<file path="config.mk">
export PLATFORM = sky130hd
export DESIGN_NAME = mux_nto1_seq
export DESIGN_NICKNAME = d
export VERILOG_FILES = /design/src/rtl/mux_nto1_seq.sv
export SDC_FILE = /design/constraint.sdc
export NUM_CORES = 1
export LEC_CHECK = 0
export ABC_AREA = 1
export ABC_CLOCK_PERIOD_IN_PS = 7000
export CAP_MARGIN = 30
export CORE_UTILIZATION = 48
export CTS_CLUSTER_DIAMETER = 80
export CTS_CLUSTER_SIZE = 30
export DETAILED_ROUTE_END_ITERATION = 8
export PLACE_DENSITY = 0.92
export SYNTH_ARGS = -nofsm -noshare
export SYNTH_HDL_FRONTEND = slang
export SYNTH_SLANG_ARGS = --single-unit
</file>
<file path="constraint.sdc">
create_clock -name clk -period 7 [get_ports clk]
set_input_delay 1.4 -clock clk [delete_from_list [all_inputs] [get_ports clk]]
set_output_delay 1.4 -clock clk [all_outputs]
set_load 0.01 [all_outputs]
</file>
<file path="src/rtl/mux_nto1_seq.sv">
// rtl/mux_nto1_seq.sv - registered N:1 word mux with direct and scan readout over a valid/ready handshake
module mux_nto1_seq #(
    parameter int WIDTH  = 8,
    parameter int NUM_IN = 16,
    parameter int SEL_W  = $clog2(NUM_IN)
) (
    input  logic                    clk,
    input  logic                    reset_n,
    input  logic [NUM_IN*WIDTH-1:0] data_in,
    input  logic                    mode,
    input  logic [SEL_W-1:0]        sel,
    input  logic                    req,
    output logic [WIDTH-1:0]        out_data,
    output logic [SEL_W-1:0]        out_idx,
    output logic                    out_valid,
    input  logic                    out_ready,
    output logic                    err,
    output logic                    busy,
    output logic                    done
);

    typedef enum logic [1:0] {
        IDLE   = 2'd0,
        DIRECT = 2'd1,
        SCAN   = 2'd2
    } state_t;

    // Extended by one bit so the range check stays meaningful when NUM_IN is a power of 2.
    localparam logic [SEL_W:0] NUM_IN_EXT = (SEL_W + 1)'(NUM_IN);
    localparam logic [SEL_W-1:0] LAST_IDX = SEL_W'(NUM_IN - 1);

    state_t             state_q, state_d;
    logic [WIDTH-1:0]   out_data_q, out_data_d;
    logic [SEL_W-1:0]   out_idx_q, out_idx_d;
    logic               out_valid_q, out_valid_d;
    logic               err_q, err_d;
    logic               done_q, done_d;

    logic               handshake;
    logic               sel_ok;
    logic [SEL_W-1:0]   idx_next;

    // Word lookup guarded against indices past NUM_IN; those read as zero.
    function automatic logic [WIDTH-1:0] pick(input logic [NUM_IN*WIDTH-1:0] d,
                                              input logic [SEL_W-1:0]        idx);
        logic [WIDTH-1:0] w;
        w = '0;
        for (int i = 0; i < NUM_IN; i++) begin
            if (idx == SEL_W'(i)) begin
                w = d[i*WIDTH +: WIDTH];
            end
        end
        return w;
    endfunction

    assign handshake = out_valid_q & out_ready;
    assign sel_ok    = ({1'b0, sel} < NUM_IN_EXT);
    assign idx_next  = out_idx_q + SEL_W'(1);

    // Next-state and output-register computation; everything holds unless a request or handshake moves it.
    always_comb begin
        state_d     = state_q;
        out_data_d  = out_data_q;
        out_idx_d   = out_idx_q;
        out_valid_d = out_valid_q;
        err_d       = err_q;
        done_d      = 1'b0;
        case (state_q)
            IDLE: begin
                if (req) begin
                    out_valid_d = 1'b1;
                    if (mode) begin
                        out_idx_d  = '0;
                        out_data_d = pick(data_in, '0);
                        err_d      = 1'b0;
                        state_d    = SCAN;
                    end else begin
                        out_idx_d  = sel;
                        out_data_d = sel_ok ? pick(data_in, sel) : '0;
                        err_d      = ~sel_ok;
                        state_d    = DIRECT;
                    end
                end
            end
            DIRECT: begin
                if (handshake) begin
                    out_valid_d = 1'b0;
                    done_d      = 1'b1;
                    state_d     = IDLE;
                end
            end
            SCAN: begin
                if (handshake) begin
                    if (out_idx_q == LAST_IDX) begin
                        out_valid_d = 1'b0;
                        done_d      = 1'b1;
                        state_d     = IDLE;
                    end else begin
                        out_idx_d  = idx_next;
                        out_data_d = pick(data_in, idx_next);
                    end
                end
            end
            default: begin
                state_d     = IDLE;
                out_valid_d = 1'b0;
            end
        endcase
    end

    // State and output registers; reset drops any in-flight word without a done pulse.
    always_ff @(posedge clk or negedge reset_n) begin
        if (!reset_n) begin
            state_q     <= IDLE;
            out_data_q  <= '0;
            out_idx_q   <= '0;
            out_valid_q <= 1'b0;
            err_q       <= 1'b0;
            done_q      <= 1'b0;
        end else begin
            state_q     <= state_d;
            out_data_q  <= out_data_d;
            out_idx_q   <= out_idx_d;
            out_valid_q <= out_valid_d;
            err_q       <= err_d;
            done_q      <= done_d;
        end
    end

    assign out_data  = out_data_q;
    assign out_idx   = out_idx_q;
    assign out_valid = out_valid_q;
    assign err       = err_q;
    assign done      = done_q;
    assign busy      = (state_q != IDLE);

endmodule

</file>
==> impl_metrics.py <==
metrics = {
    "detailed_routing": {
        "routed_wl_um": 15500,
        "ant_nets": 0,
        "viasPerCell": 5.76,
        "drc": 0,
        "drt_iter0_markers": 598,
        "dr.pass1.iters": 5,
        "vias": 5425,
        "wl_per_cell_um": 16.5,
    },
    "timing": {
        "fin_skew_ps": 8.68,
        "finalSetupTns_ps": 0,
        "rsz0062_at_grt": "false",
        "finalHoldViolCount": 0,
        "drv_slew": 0,
        "max_freq_mhz": 256,
        "setup_viol": 0,
        "fin_crit_sh_pct": 55.8,
        "finalCriticalPeriod_ps": 3900,
        "worstMarginPinSlew_ps": 1070,
        "slew_headroom_pct": 28.2,
    },
    "worst_setup_path": {
        "arrival_ps": 4090,
        "cpPeakStageDelay_ps": 810,
        "crit_buf_inv": 1,
        "crit_chain": "clkdlybuf4s50_1 > nor2_1 > nand2_1 > o211ai_1 > a31oi_1 > nand4_1 > o21ai_0 > nand4_1 > nor2_1 > nand4_1 > a21oi_1 > a21oi_1",
        "critPathRequiredTime_ps": 7190,
        "cpMostUsedCell": "nand4_1",
        "crit_family": "simple AND/OR/NAND/NOR gates",
        "r2r-start": "out_idx[1]",
        "worstPathMaxFanout": 18,
        "startpoint_type": "input pin",
        "cpMaxStageDelayCell": "nor2_1",
        "worstRegToRegCells": 18,
        "cp-end-kind": "flop",
        "timing.rr.end": "out_data[0]",
        "critical_path_class": "input pin to flop",
        "rrSetupSlack_ps": 3560,
    },
    "synth": {
        "syn_nets": 850,
        "synthCells": 705,
        "ys_warn_count": 0,
        "yosysSeqAreaShare_pct": 11.3,
        "async_flop_share_pct": 100,
        "yosysTopAreaCellShare_pct": 25.4,
        "synth_ff_type": "dfrtp_1",
        "syn_area_um2": 3560,
        "synth_area_leaders": "nand2_1 (25%), inv_1 (12%), dfrtp_1 (11%)",
        "synth-seq-cells": 16,
        "yosysTopAreaCell": "nand2_1",
        "syn_area_per_cell_um2": 5.05,
        "synth_cell_types": 34,
        "synth_edf_count": 0,
    },
    "finish": {
        "utilization_pct": 71.6,
        "diodes": 0,
        "area_growth_pct": 45.3,
        "drive_gt1_share_pct": 4.63,
        "nets": 989,
        "fillers": 674,
    },
    "cts": {
        "holdBufCountCts": 0,
        "cts_num_sinks": 16,
        "cts_buffers": 3,
        "clk_pin_slew_ps": 70,
        "ctsResizeCount": 0,
        "cts_tree": "done",
        "root_buffer": "clkbuf_8",
        "post_cts_buffers": 0,
        "h-tree-depth": 1,
        "clkLatencyLatePin_ps": 260,
        "clock_path_buffers": 2,
    },
    "global_route": {
        "grt_overflow": 0,
        "grt_max_degree": 24,
        "grt_pass1_wl_um": 23500,
        "grt_pass1_vias": 5070,
        "grt_antenna_before_repair": 0,
        "grtUsageTotal_pct": 39.4,
    },
    "place": {
        "hpwlAfterDp_um": 12600,
        "port_buffers": 151,
        "place.gp.congestion": 1.04,
    },
    "die": {
        "dieHeight_um": 88.1,
        "design.core.area_um2": 7210,
        "initial_core_util_pct": 49.3,
        "die_area_um2": 7760,
        "dieWidth_um": 88.1,
        "io_pins": 153,
        "rows": 31,
    },
    "pwr": {
        "peakVddDrop_mv": 0.156,
        "power.density_nw_per_um2": 306,
        "p_leak_nw": 2.45,
    },
    "worst_hold_path": {
        "hold_depth": 2,
        "hold_end": "out_data[4]",
        "hold_path_class": "flop to flop",
        "hold_start": "out_data[4]",
    },
    "job": {
        "drv_cap": 0,
    },
    "run_status": {
        "outcome": "finished clean",
    },
}
==> where the power goes <==
part / switching (W) / leakage [nW] / internal [W]
clock: 0.0000368 / 0.0288 / 0.0000501
sequential: 0.0000410 / 0.193 / 0.000137
combinational: 0.000837 / 2.22 / 0.000478
==> area by class of cell <==
cell class,instances,area [um^2],share of cell area [%]
flip-flops and latches,16,400,7.75
clock buffers,4,55.1,1.07
well taps,99,124,2.40
repair buffers,152,1520,29.4
multi-input cells,551,2620,50.6
inverters,120,453,8.76
==> layer usage <==
| layer | routed length (um) | share of wire [%] | global-route usage [%] | vias to the layer above |
|---|---|---|---|---|
| li1 | - | - | - | 2551 |
| met1 | 5960 | 38 | 48.2 | 2354 |
| met2 | 7070 | 46 | 67.2 | 422 |
| met3 | 1640 | 11 | 6.97 | 98 |
| met4 | 850 | 5.5 | 18.2 | 0 |
| met5 | 0 | 0 | 0 | - |
==> flip-flops by register name, indices dropped and copies added, names as in the netlist <==
| register | flops |
|---|---|
| out_data | 8 |
| out_idx | 4 |
| state_q | 2 |
| done | 1 |
| out_valid | 1 |
==> worst max-delay path by stage <==
stage | end | startpoint | depth (start not counted)
global placement | out_data[0] | sel[2] | 12
CTS | out_data[0] | sel[2] | 12
detailed placement | out_data[0] | sel[2] | 12
floorplan | out_data[5] | sel[0] | 13
finish | out_data[0] | sel[2] | 12
global route | out_data[0] | sel[2] | 12
==> cells by family after synthesis <==
kind of cell	synth area share (%)
AOI/OAI and AO/OA	17.4
xor gates and xnor gates	0.457
adders and majority gates	2.81
buffers and inverters	15.2
DFF	11.3
muxes	0.281
other	0.105
and+or+nand+nor	52.5
==> synth_stat cells (all sizes together) (8+ instances only) <==
library cell	count
nand3	79
nor2	53
buf	8
inv	118
a21oi	48
ha	8
or2	17
nand2	244
nand4	31
clkbuf	10
o21ai	49
dfrtp	16
==> worst min-delay path, cell delays in order, from the launching register on <==
cell and delay [ps]:
dfrtp_1 360, nor2_1 50, a21oi_1 100
==> per-stage QoR <==
stage | worst slack [ps] | area, um^2 | hold WS (ps) | power (W) | std cells
floorplan | 4100 | 3560 | 563 | 0.00100 | 705
global placement | 3030 | 5110 | 516 | 0.00141 | 938
detailed placement | 2880 | 5110 | 536 | 0.00145 | 938
CTS | 3140 | 5170 | 549 | 0.00154 | 942
global route | 2900 | 5170 | 571 | 0.00172 | 942
finish | 3100 | 5170 | 555 | 0.00158 | 942
==> cells in the final DEF, fill, tap and decap left out, drive strengths merged, types with 8 or more instances in the layout <==
master / netlist / layout
nand3: 79 / 79
clkdlybuf4s50: 0 / 151
o21ai: 49 / 49
a21oi: 48 / 48
nand2: 244 / 244
or2: 17 / 17
ha: 8 / 8
nor2: 53 / 53
dfrtp: 16 / 16
inv: 118 / 118
nand4: 31 / 31
(Power assumes the default switching activity.)
